### src/rtl/qei_gen_if.sv
// Command channel of the quadrature edge generator.
// The bench drives the master side; the generator is the slave.
interface qei_gen_if #(
  parameter int unsigned nbits = 16,
  parameter int unsigned pbits = 16
);
  logic                    cmd_valid;
  logic                    cmd_ready;
  logic signed [nbits-1:0] cmd_steps;
  logic        [pbits-1:0] cmd_period;

  modport master (
    output cmd_valid,
    output cmd_steps,
    output cmd_period,
    input  cmd_ready
  );

  modport slave (
    input  cmd_valid,
    input  cmd_steps,
    input  cmd_period,
    output cmd_ready
  );
endinterface

### src/rtl/qei_gen.sv
// Quadrature encoder signal generator.
// Emits a signed number of A/B transitions, one every cmd_period cycles, and tracks the position.
module qei_gen #(
  parameter int unsigned nbits = 16,
  parameter int unsigned pbits = 16
) (
  input  logic             clk,
  input  logic             rst,
  input  logic             clr,
  input  logic             en,
  input  logic             abort,
  qei_gen_if.slave         cmd,
  output logic             A_o,
  output logic             B_o,
  output logic             busy,
  output logic             done,
  output logic [nbits-1:0] pos_o
);

  typedef enum logic [0:0] {StIdle, StRun} state_e;

  state_e           r_state;
  logic [pbits-1:0] r_cnt;
  logic [pbits-1:0] r_per;
  logic [nbits-1:0] r_rem;
  logic [nbits-1:0] r_pos;
  logic             r_dir;
  logic             r_a;
  logic             r_b;
  logic             r_done;

  logic             w_hs;
  logic [pbits-1:0] w_per;
  logic [nbits-1:0] w_mag;
  logic             w_edge;

  assign w_hs  = cmd.cmd_valid && cmd.cmd_ready;
  assign w_per = (cmd.cmd_period == '0) ? pbits'(1) : cmd.cmd_period;
  // Unsigned magnitude: the most negative command maps to 2^(nbits-1) edges.
  assign w_mag = cmd.cmd_steps[nbits-1] ? (~cmd.cmd_steps + nbits'(1)) : cmd.cmd_steps;
  // A same-cycle abort suppresses the edge that would otherwise be due.
  assign w_edge = (r_state == StRun) && en && !abort && (r_cnt == pbits'(1));

  always_ff @(posedge clk or posedge rst) begin
    if (rst) begin
      r_state <= StIdle;
      r_cnt   <= '0;
      r_per   <= '0;
      r_rem   <= '0;
      r_pos   <= '0;
      r_dir   <= 1'b0;
      r_a     <= 1'b0;
      r_b     <= 1'b0;
      r_done  <= 1'b0;
    end else begin
      r_done <= 1'b0;

      if (clr) begin
        r_pos <= '0;
      end else if (w_edge) begin
        r_pos <= r_dir ? (r_pos - nbits'(1)) : (r_pos + nbits'(1));
      end

      // Forward walks 00->10->11->01, reverse walks it backwards.
      if (w_edge) begin
        r_a <= r_dir ? r_b  : ~r_b;
        r_b <= r_dir ? ~r_a : r_a;
      end

      unique case (r_state)
        StIdle: begin
          if (w_hs) begin
            r_per <= w_per;
            r_cnt <= w_per;
            r_rem <= w_mag;
            r_dir <= cmd.cmd_steps[nbits-1];
            if (w_mag == '0) begin
              r_done <= 1'b1;
            end else begin
              r_state <= StRun;
            end
          end
        end
        StRun: begin
          if (abort) begin
            r_state <= StIdle;
          end else if (en) begin
            if (w_edge) begin
              r_rem <= r_rem - nbits'(1);
              r_cnt <= r_per;
              if (r_rem == nbits'(1)) begin
                r_state <= StIdle;
                r_done  <= 1'b1;
              end
            end else begin
              r_cnt <= r_cnt - pbits'(1);
            end
          end
        end
        default: r_state <= StIdle;
      endcase
    end
  end

  // Ready is held off during the completion pulse so it rises the cycle after.
  assign cmd.cmd_ready = (r_state == StIdle) && !r_done;
  assign busy          = (r_state == StRun);
  assign done          = r_done;
  assign A_o           = r_a;
  assign B_o           = r_b;
  assign pos_o         = r_pos;

endmodule

### src/flat_wrapper.sv
// flat-port wrapper written by rule: the top's interface ports become plain ports
module qei_gen_flat 
#(
  parameter int unsigned nbits = 16,
  parameter int unsigned pbits = 16
)
  (clk, rst, clr, en, abort, A_o, B_o, busy, done, pos_o, cmd_cmd_valid, cmd_cmd_steps, cmd_cmd_period, cmd_cmd_ready);
  qei_gen_if #(.nbits(nbits), .pbits(pbits)) cmd_i ();
  input  logic clk;
  input  logic rst;
  input  logic clr;
  input  logic en;
  input  logic abort;
  output logic A_o;
  output logic B_o;
  output logic busy;
  output logic done;
  output logic [nbits-1:0] pos_o;
  input wire logic [$bits(cmd_i.cmd_valid)-1:0] cmd_cmd_valid;
  input wire logic [$bits(cmd_i.cmd_steps)-1:0] cmd_cmd_steps;
  input wire logic [$bits(cmd_i.cmd_period)-1:0] cmd_cmd_period;
  output wire logic [$bits(cmd_i.cmd_ready)-1:0] cmd_cmd_ready;
  assign cmd_i.cmd_valid = cmd_cmd_valid;
  assign cmd_i.cmd_steps = cmd_cmd_steps;
  assign cmd_i.cmd_period = cmd_cmd_period;
  assign cmd_cmd_ready = cmd_i.cmd_ready;
  qei_gen #(.nbits(nbits), .pbits(pbits)) u_core (.clk(clk), .rst(rst), .clr(clr), .en(en), .abort(abort), .cmd(cmd_i), .A_o(A_o), .B_o(B_o), .busy(busy), .done(done), .pos_o(pos_o));
endmodule
### config.mk
export PLATFORM = sky130hd
export DESIGN_NAME = qei_gen_flat
export DESIGN_NICKNAME = d
export VERILOG_FILES = /design/src/rtl/qei_gen_if.sv /design/src/rtl/qei_gen.sv /design/src/flat_wrapper.sv
export SDC_FILE = /design/constraint.sdc
export NUM_CORES = 1
export LEC_CHECK = 0
export CORE_UTILIZATION = 40
export CTS_CLUSTER_SIZE = 30
export DETAILED_ROUTE_END_ITERATION = 8
export DONT_BUFFER_PORTS = 1
export GPL_TIMING_DRIVEN = 0
export PLACE_DENSITY = 0.55
export SLEW_MARGIN = 5
export SYNTH_ARGS = -nofsm -noshare
export SYNTH_HDL_FRONTEND = slang
export SYNTH_SLANG_ARGS = --single-unit
export TNS_END_PERCENT = 30
### constraint.sdc
create_clock -name clk -period 2.8 [get_ports clk]
set_input_delay 0.14 -clock clk [delete_from_list [all_inputs] [get_ports clk]]
set_output_delay 0.14 -clock clk [all_outputs]
set_load 0.05 [all_outputs]
==> impl_results.md, run 1 <==
- Worst hold-check path type: input port to flip-flop
- Cell accounting for the most synthesized area: dfrtp_1
- Slew headroom: 0.4717
- Met2 WL post-DR: 6660 um
- Fraction of layout cells with a size suffix above 1: 0.06032
- Final Setup Violations: 0
- Worst Clk Skew: between 0.008 and 0.009 ns
- Post-synth top area share: 0.3612
- Synth area leaders: dfrtp_1 (36%), nand2_1 (8.8%), a21oi_1 (5.4%)
- Hold wc startpoint: abort
- Reg area: between 1500 and 2000 um^2
- Number of global-route vias before repair: 4477
- DRT met1 WL: just over 6000 um
- Clock sinks: 69
- Routed WL: around 14000 um
- Initial antenna violation count: 0
- Routed len/inst: 17.61 um
- Post-synth cell types: 63
- ANT cells: 0
- Endpoint, Worst Hold: u_core.busy
- CTS buffer count: 9
- Fin. Hold Viols: 0
- Worst Path Arrival: between 2 and 3 ns
- Die width: between 100 and 150 um
- FF+latch count, synth: 69
- Worst Hold Depth: 2
- Largest net degree at the start of global routing: 39
- Clock root buffer: clkbuf_16
- Critical R2R Launch: u_core.pos_o[0]
- Minimum clock period: around 2.7 ns
- Internal power: 0.002359 W
- Routability cong.: 0.8747
- Sw frac: 0.3409
- Max cap viols: 0
- Drc violations: 6
- Layout net count: 685
- Reg2reg end: u_core.pos_o[12]
- Worst-path clk slew: 0.06 ns
- CP top delay family: compound AO/OA/AOI/OAI gates
- Reg power frac: 0.411
- R2R cell count: 7
- Syn nets: between 600 and 700
- Top sig layer: met4
- Fmax: between 300 and 400 MHz
- Max Slew Vio Count: 0
- Crit path cell chain: fa_1, a211oi_2, o21bai_1, a21oi_1, o211ai_1, and3b_1, o311a_1
- Post-Syn Area per Cell: around 8 um^2
- Initial Util: 0.4151
- Status: finished, violations left
- Final HPWL DP: just under 10000 um
- Antenna-violating nets left: 0
- Critical setup path kind: flip-flop to flip-flop
- GRT overflow: 0
- Bufs and invs on worst path: 0
- CP max FO: 4
- Vias per cell: 5.925
- Die footprint: 12390 um^2
- EDFF count, synth: 0
- Met3 wire length: 590 um
- Most numerous cell in the Yosys netlist: nand2_1
- Multi-input gate area: 2898 um^2
- CP Capture Type: flip-flop
- Fin Hold WS: roughly 0.018 ns
- Sequential-to-total area share from yosys stat: 0.3612
- Fill count: roughly 1.1k
- Maximum vdd drop: 398.9 uV
- Std-Cell Rows: 39
- Main flop type after synthesis: dfrtp_1
- Largest stage delay, worst path: around 0.6 ns
- RSZ-0062 raised after global routing: yes
- Slowest cell on the critical path: dfrtp_1
- CP startpoint: u_core.pos_o[0]
- Final Cycle Share: 0.9557
- Area Overhead vs Synth: 14.55%
- Core Util, Final: 0.4756
- Fin Setup TNS: 0 ns
- Drt pass-1 iters: 6
- CTS tree: yes
- Gr usage total: 0.2259
- Actual slew at the worst max-slew pin: 0.7851 ns
- Crit path launch type: flip-flop
- Die Ht: approximately 110 um
- LEAKAGE: 2.268 nW
- H-tree depth: 3
- R2R Setup Slk: 0.12 ns
- Comb pwr share: 0.271
- Cells after Synth: 598
- Mapped cell area: 4781 um^2
- Async set or reset register ratio after synthesis: 1.000
- Port bufs: 0
- Data required time at the worst endpoint: 3.02 ns
- Clock Latency Late Sink: 0.33 ns
- Core ar.: 11520 um^2
- Clock buffer depth: 2
- NetSw: 0.001220 W
- Power per cell area: 653.5 nW/um^2
- Top post-synthesis cells by count: nand2_1 (112), dfrtp_1 (69), a21oi_1 (52), nor2_1 (48), o21ai_0 (29)
- Failing checks: design-rule violations
- Clock power frac: 0.318
- DR vias: 4580
- Synth warn: 0
- Initial DRC count: 312
- First-pass GRT wire length: 22320 um
- I/O pin cnt: 59
==> layout by cell type, fill, tap and decap left out, types with 6 or more instances in the layout <==
cell / instances
nand2_1: 112
dfrtp_1: 67
a21oi_1: 51
nor2_1: 46
o21ai_0: 29
clkbuf_1: 27
xnor2_1: 24
nand3_1: 23
ha_1: 20
nor3_1: 17
o211ai_1: 16
dlygate4sd3_1: 16
inv_1: 13
a31oi_1: 12
nor4_1: 11
xor2_1: 9
clkbuf_16: 9
o31ai_1: 8
nand4_1: 7
or3_1: 7
a21o_1: 6
==> power by group through the flow <==
| stage | clock network [W] | registers [W] | logic, W |
|---|---|---|---|
| 6_report | 0.00114 | 0.00147 | 0.000971 |
| 3_3_place_gp | 0 | 0.00147 | 0.000913 |
| 4_1_cts | 0.00117 | 0.00146 | 0.000967 |
| 3_5_place_dp | 0 | 0.00147 | 0.000940 |
| 2_1_floorplan | 0 | 0.00141 | 0.000753 |
| 5_1_grt | 0.00120 | 0.00150 | 0.00110 |
==> worst max-delay path by stage <==
stage	end	slack (ns)	cells after the start
after floorplan	u_core.r_cnt[1]	0.22	8
after CTS	u_core.pos_o[12]	0.01	7
after global routing	u_core.pos_o[15]	-0.02	8
after global placement	u_core.r_cnt[6]	-0.28	8
final	u_core.pos_o[12]	0.12	7
after detailed placement	u_core.r_cnt[5]	-0.35	8
==> layer usage <==
metal | track usage | vias to the layer above
met5 | 0 | -
li1 | - | 2225
met1 | 0.2902 | 2212
met2 | 0.3742 | 123
met3 | 0.04975 | 20
met4 | 0.08018 | 0
==> state kept, by name, summed over array words and instances (netlist names) <==
| signal | count |
|---|---|
| u_core.pos_o | 16 |
| u_core.r_cnt | 16 |
| u_core.r_per | 16 |
| u_core.r_rem | 16 |
| u_core.A_o | 1 |
| u_core.B_o | 1 |
| u_core.busy | 1 |
| u_core.done | 1 |
| u_core.r_dir | 1 |
==> metrics by stage <==
| step | instances | power (W) | setup slack (ns) | instance area (um^2) |
|---|---|---|---|---|
| 5_1_grt | 773 | 0.003804 | -0.02463 | 5477 |
| 3_5_place_dp | 742 | 0.002412 | -0.3485 | 4982 |
| 2_1_floorplan | 598 | 0.002161 | 0.2158 | 4781 |
| 3_3_place_gp | 741 | 0.002381 | -0.2756 | 4960 |
| 6_report | 773 | 0.003579 | 0.1241 | 5477 |
| 4_1_cts | 773 | 0.003595 | 0.01101 | 5455 |
==> logic make-up after synthesis <==
group / after synthesis / share of synthesized area
buffers and inverters: 48 / 0.03899
xor gates and xnor gates: 33 / 0.06046
adders and majority gates: 21 / 0.05653
muxes: 3 / 0.006281
DFF: 69 / 0.3612
and+or+nand+nor: 258 / 0.2536
AOI/OAI and AO/OA: 166 / 0.2230
==> worst reg2reg max path, stage by stage (launching register included) <==
cell and delay [ns]:
dfrtp_1 0.60, fa_1 0.58, a211oi_2 0.31, o21bai_1 0.12, a21oi_1 0.32, o211ai_1 0.17, and3b_1 0.19, o311a_1 0.28
==> final cells by class <==
cell class | instances | area share
Buffer | 33 | 0.02467
Clock inverter | 1 | 0.005483
Multi-Input combinational cell | 481 | 0.5291
Inverter | 15 | 0.01074
Clock buffer | 14 | 0.04821
Timing Repair Buffer | 17 | 0.03290
Tap cell | 143 | 0.03267
Sequential cell | 69 | 0.3162
==> what timing repair did <==
action / 4_1_cts / 5_1_grt
hold endpoints to repair: 53 / 0
resized for setup: 6 / 12
hold buffers: 16 / 0
buffers inserted: 0 / 0
cloned: 0 / 0
endpoints found under the setup margin: 18 / 26
Note: power is estimated with default switching activity, not from simulation.
==> inputs of run 2 (changes only) <==
clock period = 3.4 ns   (was 2.8 ns; I/O delays follow)
==> run 2 against run 1 <==
The run still ends with design-rule violations left. Clock power shrank 18%. Global-route usage about the same. Critical path depth is 1 higher. Setup slack better by 0.24 ns. Clock-buffer cell count stayed put. Core utilization shrank 0.33 points. Wire length is 0.95% lower.
==> impl_results.md, run 2 (synthesized netlist as in run 1, its figures left out) <==
- Status: finished, violations left
- Failing checks: design-rule violations
- Std-Cell Rows: 39 (unchanged)
- Fin. Hold Viols: 0 (unchanged)
- Crit path launch type: flip-flop
- Slowest cell on the critical path: dfrtp_1
- DR vias: 4565 (-0.33%)
- Post-CTS Setup Bufs: 0 (unchanged)
- Largest stage delay, worst path: 0.80 ns (+0.20 ns)
- Worst-path clk slew: 0.05 ns (about the same)
- Initial DRC count: 300 (-3.8%)
- Actual slew at the worst max-slew pin: 0.7860 ns (+0.0008560 ns)
- Max cap viols: 0 (unchanged)
- Vias per cell: 5.906 (-0.33%)
- Initial Util: 0.4151 (unchanged)
- Finished Cell Area: 5439 um^2 (-0.69%)
- Gr usage total: 0.2255 (-0.0003537)
- Die width: 111.3 um (unchanged)
- CTS tree: yes
- I/O pin cnt: 59 (unchanged)
- H-tree depth: 3 (unchanged)
- CP Capture Type: flip-flop
- Leading cell type in the layout, fill and taps excluded: nand2_1
- Fmax: 328.9 MHz (-12%)
- Drt pass-1 iters: 6 (unchanged)
- Initial antenna violation count: 0 (unchanged)
- Minimum clock period: 3.041 ns (+0.3647 ns)
- Critical setup path kind: flip-flop to flip-flop
- Most numerous cell on the critical path: a21oi_1
- Final Cycle Share: 0.8943 (-0.06139)
- Antenna-violating nets left: 0 (unchanged)
- Fraction of layout cells with a size suffix above 1: 0.04286 (-0.01746)
- CP top delay family: compound AO/OA/AOI/OAI gates
- Worst Path Arrival: 3.29 ns (+0.40 ns)
- RSZ-0062 raised after global routing: no
- Port bufs: 0 (unchanged)
- Placement Cell Area: 4982 um^2 (unchanged)
- Largest net degree at the start of global routing: 39 (unchanged)
- Fill count: 1141 (-0.088%)
- Routability cong.: 0.8747 (unchanged)
- Core ar.: 11520 um^2 (unchanged)
- Maximum vdd drop: 328.3 uV (-18%)
- CTS buffer count: 9 (unchanged)
- Clock buffer depth: 2 (unchanged)
- Clock root buffer: clkbuf_16
- LEAKAGE: 2.255 nW (-0.61%)
- Clock Latency Late Sink: 0.33 ns (about the same)
- Most frequent cells in the layout: nand2_1 (112), dfrtp_1 (69), a21oi_1 (52)
- Slew headroom: 0.4712 (-0.0005760)
- Number of global-route vias before repair: 4460 (-0.38%)
- Max Slew Vio Count: 0 (unchanged)
- Worst Clk Skew: 0.006718 ns (-0.001876 ns)
- Worst hold-check path type: input port to flip-flop
- Clock sinks: 69 (unchanged)
- Die footprint: 12390 um^2 (unchanged)
- Crit path cell chain: ha_1, clkbuf_1, a21oi_1, o21ai_0, a221oi_1, a21oi_1, or4_1, a21oi_1
- Final Setup Violations: 0 (unchanged)
- Area Overhead vs Synth: 13.77%
- Data required time at the worst endpoint: 3.65 ns (+0.63 ns)
- Final HPWL DP: 9900 um (unchanged)
- Layout net count: 685 (unchanged)
- GRT overflow: 0 (unchanged)
- ANT cells: 0 (unchanged)
- Bufs and invs on worst path: 1 (+1)
- First-pass GRT wire length: 22270 um (-0.25%)
- Drc violations: 6 (unchanged)
- Fin Setup TNS: 0 ns (unchanged)
- Die Ht: 111.3 um (unchanged)
- Routed WL: 13490 um (-0.95%)
- CP max FO: 18 (+14)
- Routed len/inst: 17.45 um (-0.95%)
- Power per cell area: 540.4 nW/um^2 (-17%)
-- run 2: worst register-to-register path: stages (launching register included) --
cell and delay (ns):
dfrtp_1 0.80, ha_1 0.36, clkbuf_1 0.18, a21oi_1 0.29
o21ai_0 0.16, a221oi_1 0.39, a21oi_1 0.14, or4_1 0.48
a21oi_1 0.16
-- run 2: through the flow --
stage	worst slack, ns	utilization	hold WS [ns]	instances	total power (W)
after floorplan	0.8158	-	0.2754	598	0.001780
after global placement	0.3244	0.4307	0.2785	741	0.001961
after detailed placement	0.2515	0.4326	0.08138	742	0.001986
after CTS	0.2568	0.4721	0.03562	773	0.002956
after global routing	0.008819	0.4723	0.05654	773	0.003126
final	0.3594	0.4723	0.04351	773	0.002939
-- run 2: per-layer routing --
| layer | global-route usage | vias up | wire length (um) |
|---|---|---|---|
| li1 | - | 2231 | - |
| met1 | 0.2895 | 2202 | 6174 |
| met2 | 0.3779 | 112 | 6510 |
| met3 | 0.04921 | 20 | 589 |
| met4 | 0.07207 | 0 | 213 |
| met5 | 0 | - | 0 |
-- run 2: report_power, final --
part	switching [W]	internal (W)	leakage (nW)
clock network	0.000333	0.000605	0.143
logic	0.000457	0.000338	1.26
registers	0.000211	0.000996	0.849
-- run 2: final timing paths --
kind                                  start          endpoint  slack [ns]  depth (start not counted)
setup / recovery               u_core.r_dir  u_core.pos_o[15]        0.36                          8
hold / removal                        abort       u_core.busy        0.04                          2
setup reg to reg               u_core.r_dir  u_core.pos_o[15]        0.36                          8
hold reg to reg            u_core.r_per[12]  u_core.r_per[12]        0.48                          2
max in group asynchronous               rst   u_core.r_per[7]        2.51                          3
min in group asynchronous               rst   u_core.r_rem[1]        0.33                          2
-- run 2: cell type report --
| class | count | area, um^2 | share of cell area |
|---|---|---|---|
| Clock inverter | 1 | 30.03 | 0.005521 |
| Inverter | 15 | 58.81 | 0.01081 |
| Sequential cell | 69 | 1727 | 0.3175 |
| Clock buffer | 14 | 264.0 | 0.04854 |
| Buffer | 33 | 130.1 | 0.02392 |
| Tap cell | 143 | 178.9 | 0.03290 |
| Multi-Input combinational cell | 481 | 2870 | 0.5277 |
| Timing Repair Buffer | 17 | 180.2 | 0.03313 |
-- run 2: repair_timing --
action / CTS / global route
hold buffers: 16 / 0
setup endpoints to repair: 0 / 1
endpoints found under the hold margin: 53 / 0
resized for setup: 0 / 1
